$ cat src/rtl/cac_uart_pkg.sv
// Shared definitions for the CAC UART receive path: parity modes, receiver
// state encoding and the baud-tick divider calculation.
package cac_uart_pkg;

    localparam int PARITY_NONE = 0;
    localparam int PARITY_ODD  = 1;
    localparam int PARITY_EVEN = 2;

    // Parity and its state share a name with the PARITY parameter, so states carry a prefix.
    typedef enum logic [2:0] {
        ST_IDLE   = 3'd0,
        ST_START  = 3'd1,
        ST_DATA   = 3'd2,
        ST_PARITY = 3'd3,
        ST_STOP   = 3'd4
    } rx_state_t;

    // Clocks per sample tick, rounded to nearest and never below one.
    function automatic int calc_div(input longint clk_hz, input longint baud, input longint os);
        longint den;
        longint q;
        den = baud * os;
        q   = (clk_hz + den / 2) / den;
        if (q < 1) q = 1;
        return int'(q);
    endfunction

    // Two-out-of-three vote over the mid-bit samples.
    function automatic logic majority3(input logic a, input logic b, input logic c);
        return (a & b) | (a & c) | (b & c);
    endfunction

endpackage

$ cat src/rtl/sync_fifo_fwft.sv
// First-word-fall-through synchronous FIFO. The head word is presented on
// rd_data whenever rd_valid is high; a write into a full FIFO is only
// accepted when a read frees a slot in the same cycle.
module sync_fifo_fwft #(
    parameter int WIDTH = 8,
    parameter int DEPTH = 16
) (
    input  logic                       clk,
    input  logic                       rst,
    input  logic                       wr_en,
    input  logic [WIDTH-1:0]           wr_data,
    input  logic                       rd_en,
    output logic [WIDTH-1:0]           rd_data,
    output logic                       rd_valid,
    output logic [$clog2(DEPTH):0]     count,
    output logic                       overflow
);

    localparam int AW = $clog2(DEPTH);

    logic [WIDTH-1:0] mem [DEPTH];
    logic [AW-1:0]    wr_ptr;
    logic [AW-1:0]    rd_ptr;
    logic             full;
    logic             empty;
    logic             do_rd;
    logic             do_wr;

    assign full     = (count == (AW+1)'(DEPTH));
    assign empty    = (count == '0);
    assign do_rd    = rd_en & ~empty;
    assign do_wr    = wr_en & (~full | do_rd);
    assign overflow = wr_en & full & ~rd_en;
    assign rd_valid = ~empty;
    // Force zero while empty so the output is clean out of reset.
    assign rd_data  = empty ? '0 : mem[rd_ptr];

    // Storage array; contents are only meaningful between the pointers.
    always_ff @(posedge clk) begin
        if (do_wr) mem[wr_ptr] <= wr_data;
    end

    // Pointer and occupancy bookkeeping; pointers wrap naturally at DEPTH.
    always_ff @(posedge clk or posedge rst) begin
        if (rst) begin
            wr_ptr <= '0;
            rd_ptr <= '0;
            count  <= '0;
        end else begin
            if (do_wr) wr_ptr <= wr_ptr + 1'b1;
            if (do_rd) rd_ptr <= rd_ptr + 1'b1;
            case ({do_wr, do_rd})
                2'b10:   count <= count + 1'b1;
                2'b01:   count <= count - 1'b1;
                default: count <= count;
            endcase
        end
    end

endmodule

$ cat src/rtl/cac_uart_rx_fifo.sv
// CAC command UART receiver: oversampled, majority-voted frame reception with
// configurable format, feeding a FWFT FIFO and sticky error flags.
module cac_uart_rx_fifo
    import cac_uart_pkg::*;
#(
    parameter int CLOCK_FREQUENCY = 100_000_000,
    parameter int BAUDRATE        = 115200,
    parameter int OVERSAMPLE      = 16,
    parameter int DATA_BITS       = 8,
    parameter int PARITY          = 0,
    parameter int STOP_BITS       = 1,
    parameter int MSB_FIRST       = 1,
    parameter int FIFO_DEPTH      = 16
) (
    input  logic                          clk,
    input  logic                          rst,
    input  logic                          uart_rx,
    input  logic                          rd_en,
    output logic [DATA_BITS-1:0]          rd_data,
    output logic                          rd_valid,
    output logic [$clog2(FIFO_DEPTH):0]   fifo_count,
    output logic                          framing_error,
    output logic                          parity_error,
    output logic                          overrun_error,
    input  logic                          err_clr,
    output logic                          busy
);

    localparam int DIV    = calc_div(CLOCK_FREQUENCY, BAUDRATE, OVERSAMPLE);
    localparam int DIV_W  = (DIV > 1) ? $clog2(DIV) : 1;
    localparam int OS_W   = $clog2(OVERSAMPLE);
    localparam int BCNT_W = $clog2(DATA_BITS + 1);

    localparam logic [OS_W-1:0]   SAMP_A   = OS_W'(OVERSAMPLE / 2 - 1);
    localparam logic [OS_W-1:0]   SAMP_B   = OS_W'(OVERSAMPLE / 2);
    localparam logic [OS_W-1:0]   SAMP_C   = OS_W'(OVERSAMPLE / 2 + 1);
    localparam logic [OS_W-1:0]   SAMP_END = OS_W'(OVERSAMPLE - 1);
    localparam logic [DIV_W-1:0]  DIV_END  = DIV_W'(DIV - 1);

    rx_state_t            state;
    rx_state_t            state_nx;
    logic                 rx_meta;
    logic                 rx_sync;
    logic                 rx_prev;
    logic                 fall;
    logic [DIV_W-1:0]     div_cnt;
    logic [OS_W-1:0]      samp_cnt;
    logic                 tick;
    logic                 bit_end;
    logic                 s0;
    logic                 s1;
    logic                 vote_bit;
    logic                 vote_done;
    logic [DATA_BITS-1:0] shift;
    logic [BCNT_W-1:0]    bit_idx;
    logic                 last_data;
    logic                 par_bit;
    logic                 par_exp;
    logic                 stop_idx;
    logic                 stop_bad;
    logic                 last_stop;
    logic                 fifo_wr;
    logic                 frame_set;
    logic                 par_set;
    logic                 overrun_set;

    assign busy      = (state != ST_IDLE);
    assign fall      = rx_prev & ~rx_sync;
    assign tick      = busy && (div_cnt == DIV_END);
    assign bit_end   = tick && (samp_cnt == SAMP_END);
    assign last_data = (bit_idx == BCNT_W'(DATA_BITS - 1));
    assign last_stop = (stop_idx == 1'(STOP_BITS - 1));
    assign par_exp   = (^shift) ^ (PARITY == PARITY_ODD);

    // Two-flop synchroniser plus a history flop for falling-edge detection; idles high.
    always_ff @(posedge clk or posedge rst) begin
        if (rst) begin
            rx_meta <= 1'b1;
            rx_sync <= 1'b1;
            rx_prev <= 1'b1;
        end else begin
            rx_meta <= uart_rx;
            rx_sync <= rx_meta;
            rx_prev <= rx_sync;
        end
    end

    // Tick divider and per-bit sample counter; both held at zero while idle so they restart on start detection.
    always_ff @(posedge clk or posedge rst) begin
        if (rst) begin
            div_cnt  <= '0;
            samp_cnt <= '0;
        end else if (!busy) begin
            div_cnt  <= '0;
            samp_cnt <= '0;
        end else if (tick) begin
            div_cnt  <= '0;
            samp_cnt <= (samp_cnt == SAMP_END) ? '0 : samp_cnt + 1'b1;
        end else begin
            div_cnt  <= div_cnt + 1'b1;
        end
    end

    // Capture the three mid-bit samples and register the vote with a one-cycle done strobe.
    always_ff @(posedge clk or posedge rst) begin
        if (rst) begin
            s0        <= 1'b1;
            s1        <= 1'b1;
            vote_bit  <= 1'b1;
            vote_done <= 1'b0;
        end else begin
            vote_done <= 1'b0;
            if (tick) begin
                if (samp_cnt == SAMP_A) s0 <= rx_sync;
                if (samp_cnt == SAMP_B) s1 <= rx_sync;
                if (samp_cnt == SAMP_C) begin
                    vote_bit  <= majority3(s0, s1, rx_sync);
                    vote_done <= 1'b1;
                end
            end
        end
    end

    // Receiver state register.
    always_ff @(posedge clk or posedge rst) begin
        if (rst) state <= ST_IDLE;
        else     state <= state_nx;
    end

    // Next-state logic; the end-of-frame decision is taken on the vote of the last stop bit.
    always_comb begin
        state_nx  = state;
        fifo_wr   = 1'b0;
        frame_set = 1'b0;
        par_set   = 1'b0;
        case (state)
            ST_IDLE: begin
                if (fall) state_nx = ST_START;
            end
            ST_START: begin
                if (vote_done && vote_bit) state_nx = ST_IDLE;
                else if (bit_end)          state_nx = ST_DATA;
            end
            ST_DATA: begin
                if (bit_end && last_data)
                    state_nx = (PARITY != PARITY_NONE) ? ST_PARITY : ST_STOP;
            end
            ST_PARITY: begin
                if (bit_end) state_nx = ST_STOP;
            end
            ST_STOP: begin
                if (vote_done && last_stop) begin
                    state_nx = ST_IDLE;
                    if (stop_bad || !vote_bit)
                        frame_set = 1'b1;
                    else if ((PARITY != PARITY_NONE) && (par_bit != par_exp))
                        par_set = 1'b1;
                    else
                        fifo_wr = 1'b1;
                end
            end
            default: state_nx = ST_IDLE;
        endcase
    end

    // Frame datapath: data shift register, bit/stop counters, parity and stop-bit capture.
    always_ff @(posedge clk or posedge rst) begin
        if (rst) begin
            shift    <= '0;
            bit_idx  <= '0;
            par_bit  <= 1'b0;
            stop_idx <= 1'b0;
            stop_bad <= 1'b0;
        end else begin
            if (state == ST_IDLE) begin
                bit_idx  <= '0;
                stop_idx <= 1'b0;
                stop_bad <= 1'b0;
            end
            if (vote_done) begin
                case (state)
                    ST_DATA: begin
                        if (MSB_FIRST != 0) shift <= {shift[DATA_BITS-2:0], vote_bit};
                        else                shift <= {vote_bit, shift[DATA_BITS-1:1]};
                    end
                    ST_PARITY: par_bit <= vote_bit;
                    ST_STOP:   if (!vote_bit) stop_bad <= 1'b1;
                    default: ;
                endcase
            end
            if (bit_end) begin
                if (state == ST_DATA) bit_idx <= last_data ? '0 : bit_idx + 1'b1;
                if (state == ST_STOP) stop_idx <= 1'b1;
            end
        end
    end

    // Sticky error flags; a set event in the same cycle as err_clr wins.
    always_ff @(posedge clk or posedge rst) begin
        if (rst) begin
            framing_error <= 1'b0;
            parity_error  <= 1'b0;
            overrun_error <= 1'b0;
        end else begin
            if (frame_set)        framing_error <= 1'b1;
            else if (err_clr)     framing_error <= 1'b0;
            if (par_set)          parity_error  <= 1'b1;
            else if (err_clr)     parity_error  <= 1'b0;
            if (overrun_set)      overrun_error <= 1'b1;
            else if (err_clr)     overrun_error <= 1'b0;
        end
    end

    sync_fifo_fwft #(
        .WIDTH (DATA_BITS),
        .DEPTH (FIFO_DEPTH)
    ) u_fifo (
        .clk      (clk),
        .rst      (rst),
        .wr_en    (fifo_wr),
        .wr_data  (shift),
        .rd_en    (rd_en),
        .rd_data  (rd_data),
        .rd_valid (rd_valid),
        .count    (fifo_count),
        .overflow (overrun_set)
    );

endmodule

$ cat config.mk
export PLATFORM = sky130hd
export DESIGN_NAME = cac_uart_rx_fifo
export DESIGN_NICKNAME = d
export VERILOG_FILES = /design/src/rtl/cac_uart_pkg.sv /design/src/rtl/sync_fifo_fwft.sv /design/src/rtl/cac_uart_rx_fifo.sv
export SDC_FILE = /design/constraint.sdc
export NUM_CORES = 1
export LEC_CHECK = 0
export ABC_CLOCK_PERIOD_IN_PS = 2900
export CORE_MARGIN = 2
export CORE_UTILIZATION = 40
export CTS_CLUSTER_DIAMETER = 200
export DETAILED_ROUTE_END_ITERATION = 8
export PLACE_DENSITY = 0.66
export SETUP_SLACK_MARGIN = 0.3
export SLEW_MARGIN = 20
export SYNTH_ARGS = -nofsm -noshare
export SYNTH_HDL_FRONTEND = slang
export SYNTH_SLANG_ARGS = --single-unit
$ cat constraint.sdc
create_clock -name clk -period 2.9 [get_ports clk]
set_input_delay 0.725 -clock clk [delete_from_list [all_inputs] [get_ports clk]]
set_output_delay 0.725 -clock clk [all_outputs]
set_load 0.03 [all_outputs]
==> qor.yml <==
syn_to_final_growth_pct: 19.08
worstRegToRegCells: 9
die_h_um: 139.6
tightest_slew_ns: 0.7309
cp.required_ns: 2.17
clk_pin_slew_ns: 0.07
firstDrtPassIters: 4
synth_edf_count: 128
ir_worst_vdd_mv: 0.4103
startpoint_type: "register"
clk_latency_ns: 0.43
slew_violations: 0
detail-route-antenna-nets: 0
antenna_found_initial: 0
skew_ns: 0.009625
start_util: 0.4079
cpPeakStageDelay_ns: 0.56
drt_wl_total_um: 14300
track_usage: 0.1551
ys.warnings.count: 0
setup-violations-final: 0
rsz0062_at_grt: "true"
core_um2: 18020
fin_crit_sh: 0.9944
finalHoldViolations: 0
critPathTopFamily: "multiplexers"
num_vias: 3941
dp_hpwl_um: 9057
io_buffers: 21
path_class: "register to output pin"
worstPathCellList: "buf_12 > mux4_2 > mux2i_2 > o22ai_2 > buf_6"
clock_path_buffers: 2
synth_nets: 454
worst-path-stages: 5
worst_slew_margin_rel: 0.5128
globalRoute.totalOverflow: 0
rows: 49
drive_gt1_frac: 0.3034
cts_hold_buf: 0
ys_ff_latch: 177
dieArea_um2: 19480
seq_area_frac_synth: 0.6906
clock-sinks: 177
root_buffer: "clkbuf_16"
fin_util: 0.4857
hold_class: "register to register"
synth_common_cells: "edfxtp_1 (128), dfrtp_1 (43), mux4_2 (32)"
cp_slowest_cell: "mux4_2"
power_density_nw_per_um2: 591.9
synth-async-reset-ratio: 0.2768
cellLeakagePower_nw: 3.402
synth.avg_cell_area_um2: 16.82
netlist_area_um2: 7352
finalSetupTns_ns: 0
yosys_most_used_dff: "edfxtp_1"
post-route-drc-count: 0
fin_hold_ws_ns: 0.3557
final_nets: 505
holdPathStages: 0
post-synth-top-count-cell: "edfxtp_1"
antenna_cells: 0
fill_cells: 1514
drt_iter0_markers: 362
post-place-cells: 684
cap_violations: 0
numCtsBuffers: 17
cp.buffers_inverters: 2
grt_max_degree: 36
status: "complete, no violations"
netlist_instances: 437
finalCriticalPeriod_ns: 2.884
fin_cells: 730
gp_congestion: 0.7864
ioPinCount: 23
grt_pass1_wl_um: 22740
yosysTopAreaCellShare: 0.5228
path_max_fanout: 16
crit_path_end_kind: "output pin"
viasPerCell: 5.399
clock.fmax_ghz: 0.3468
crit_arrival_ns: 2.16
synth_area_leaders: "edfxtp_1 (52%), dfrtp_1 (15%), mux4_2 (9.8%), mux2i_1 (2.2%), dfstp_2 (2.1%)"
htree_levels: 4
grt_pass1_vias: 3930
yosys.area.top_type: "edfxtp_1"
wl_per_cell_um: 19.58
cts_tree: "yes"
netlist-cell-type-count: 55
die_w_um: 139.6
## timing repair
| action | 4_1_cts | 5_1_grt |
|---|---|---|
| buffers inserted | 4 | 10 |
| pin swaps | 1 | 6 |
| cloned | 0 | 0 |
| resized for setup | 11 | 26 |
| endpoints found under the hold margin | 0 | 0 |
| setup endpoints to repair | 10 | 74 |
## report_power, final
part | leakage [nW] | switching [mW] | internal [mW]
Combinational | 0.969 | 0.0359 | 0.0166
Sequential | 2.14 | 0.00567 | 2.69
Clock | 0.297 | 0.912 | 1.52
Total | 3.40 | 0.954 | 4.23
## placed cells by master, fill, tap and decap left out, types with 8 or more instances in the layout
cell             Yosys  final
edfxtp_1           128    128
dfrtp_1             43     40
mux4_2              32     32
buf_4                1     32
nor2_1              21     21
clkbuf_16            0     17
inv_1               16     15
nand3_1             12     12
mux2_2              11     11
nand2_1             12     11
mux2i_1             16     11
ha_1                12     11
clkdlybuf4s50_1      0     11
xnor2_1              9      9
nand4_1              8      8
## final cells by class
type,instances,area [um^2],area share
multi-input combinational,223,2221,0.2537
clock buffer,20,436.7,0.04988
timing repair buffer,53,480.5,0.05488
inverter,16,60.06,0.006860
clock inverter,12,188.9,0.02158
tap,229,286.5,0.03273
sequential,177,5081,0.5804
## sequential cells by signal, indices dropped and copies added (netlist names), 3 cells and up, named ones only
| name | cells |
|---|---|
| u_fifo.mem | 128 |
| shift | 8 |
| div_cnt | 6 |
| u_fifo.count | 5 |
| bit_idx | 4 |
| samp_cnt | 4 |
| u_fifo.rd_ptr | 4 |
| u_fifo.wr_ptr | 4 |
| state | 3 |
## final timing paths
| kind | endpoint | start | slack [ns] |
|---|---|---|---|
| setup / recovery | rd_data[2] | u_fifo.rd_ptr[0] | 0.02 |
| hold / removal | rx_sync | rx_meta | 0.36 |
| setup reg to reg | u_fifo.count[4] | u_fifo.count[1] | 0.38 |
| hold reg to reg | rx_sync | rx_meta | 0.36 |
| max in group asynchronous | s0 | rst | 1.54 |
| min in group asynchronous | overrun_error | rst | 0.67 |
## layer usage
| metal | global-route usage | vias to the layer above | routed length, um |
|---|---|---|---|
| met5 | 0 | - | 0 |
| met4 | 0.06421 | 0 | 288 |
| met3 | 0.03407 | 22 | 661 |
| met2 | 0.2286 | 87 | 6680 |
| met1 | 0.2251 | 2049 | 6667 |
| li1 | - | 1783 | - |
## worst reg2reg max path, stage by stage (launching register included)
cell	delay [ns]
dfrtp_2	0.44
buf_6	0.13
or4_4	0.54
o21ai_4	0.20
nor2_4	0.07
xor2_2	0.15
ha_2	0.20
or4_4	0.51
a21oi_2	0.13
a31o_2	0.10
## kinds of logic (layout without fill, tap and decap cells)
logic type | Yosys count | in the layout | synth area share
compound gates | 34 | 34 | 0.03064
xor+xnor | 16 | 16 | 0.01906
mux | 61 | 61 | 0.1402
simple gates | 98 | 98 | 0.07556
fa+ha+maj | 13 | 13 | 0.02178
other cells | 1 | 1 | 0.0005101
buf+inv | 37 | 101 | 0.02161
flops | 177 | 177 | 0.6906
## metrics by stage
step / worst slack (ns) / power, mW / instance area, um^2
floorplan: 0.3010 / 2.783 / 7353
global placement: 0.1299 / 2.805 / 7905
detailed placement: 0.05195 / 2.806 / 7905
CTS: -0.04640 / 5.215 / 8594
global route: -0.06074 / 5.326 / 8755
finish: 0.01636 / 5.182 / 8755
Power figures use the tool's default switching activity.
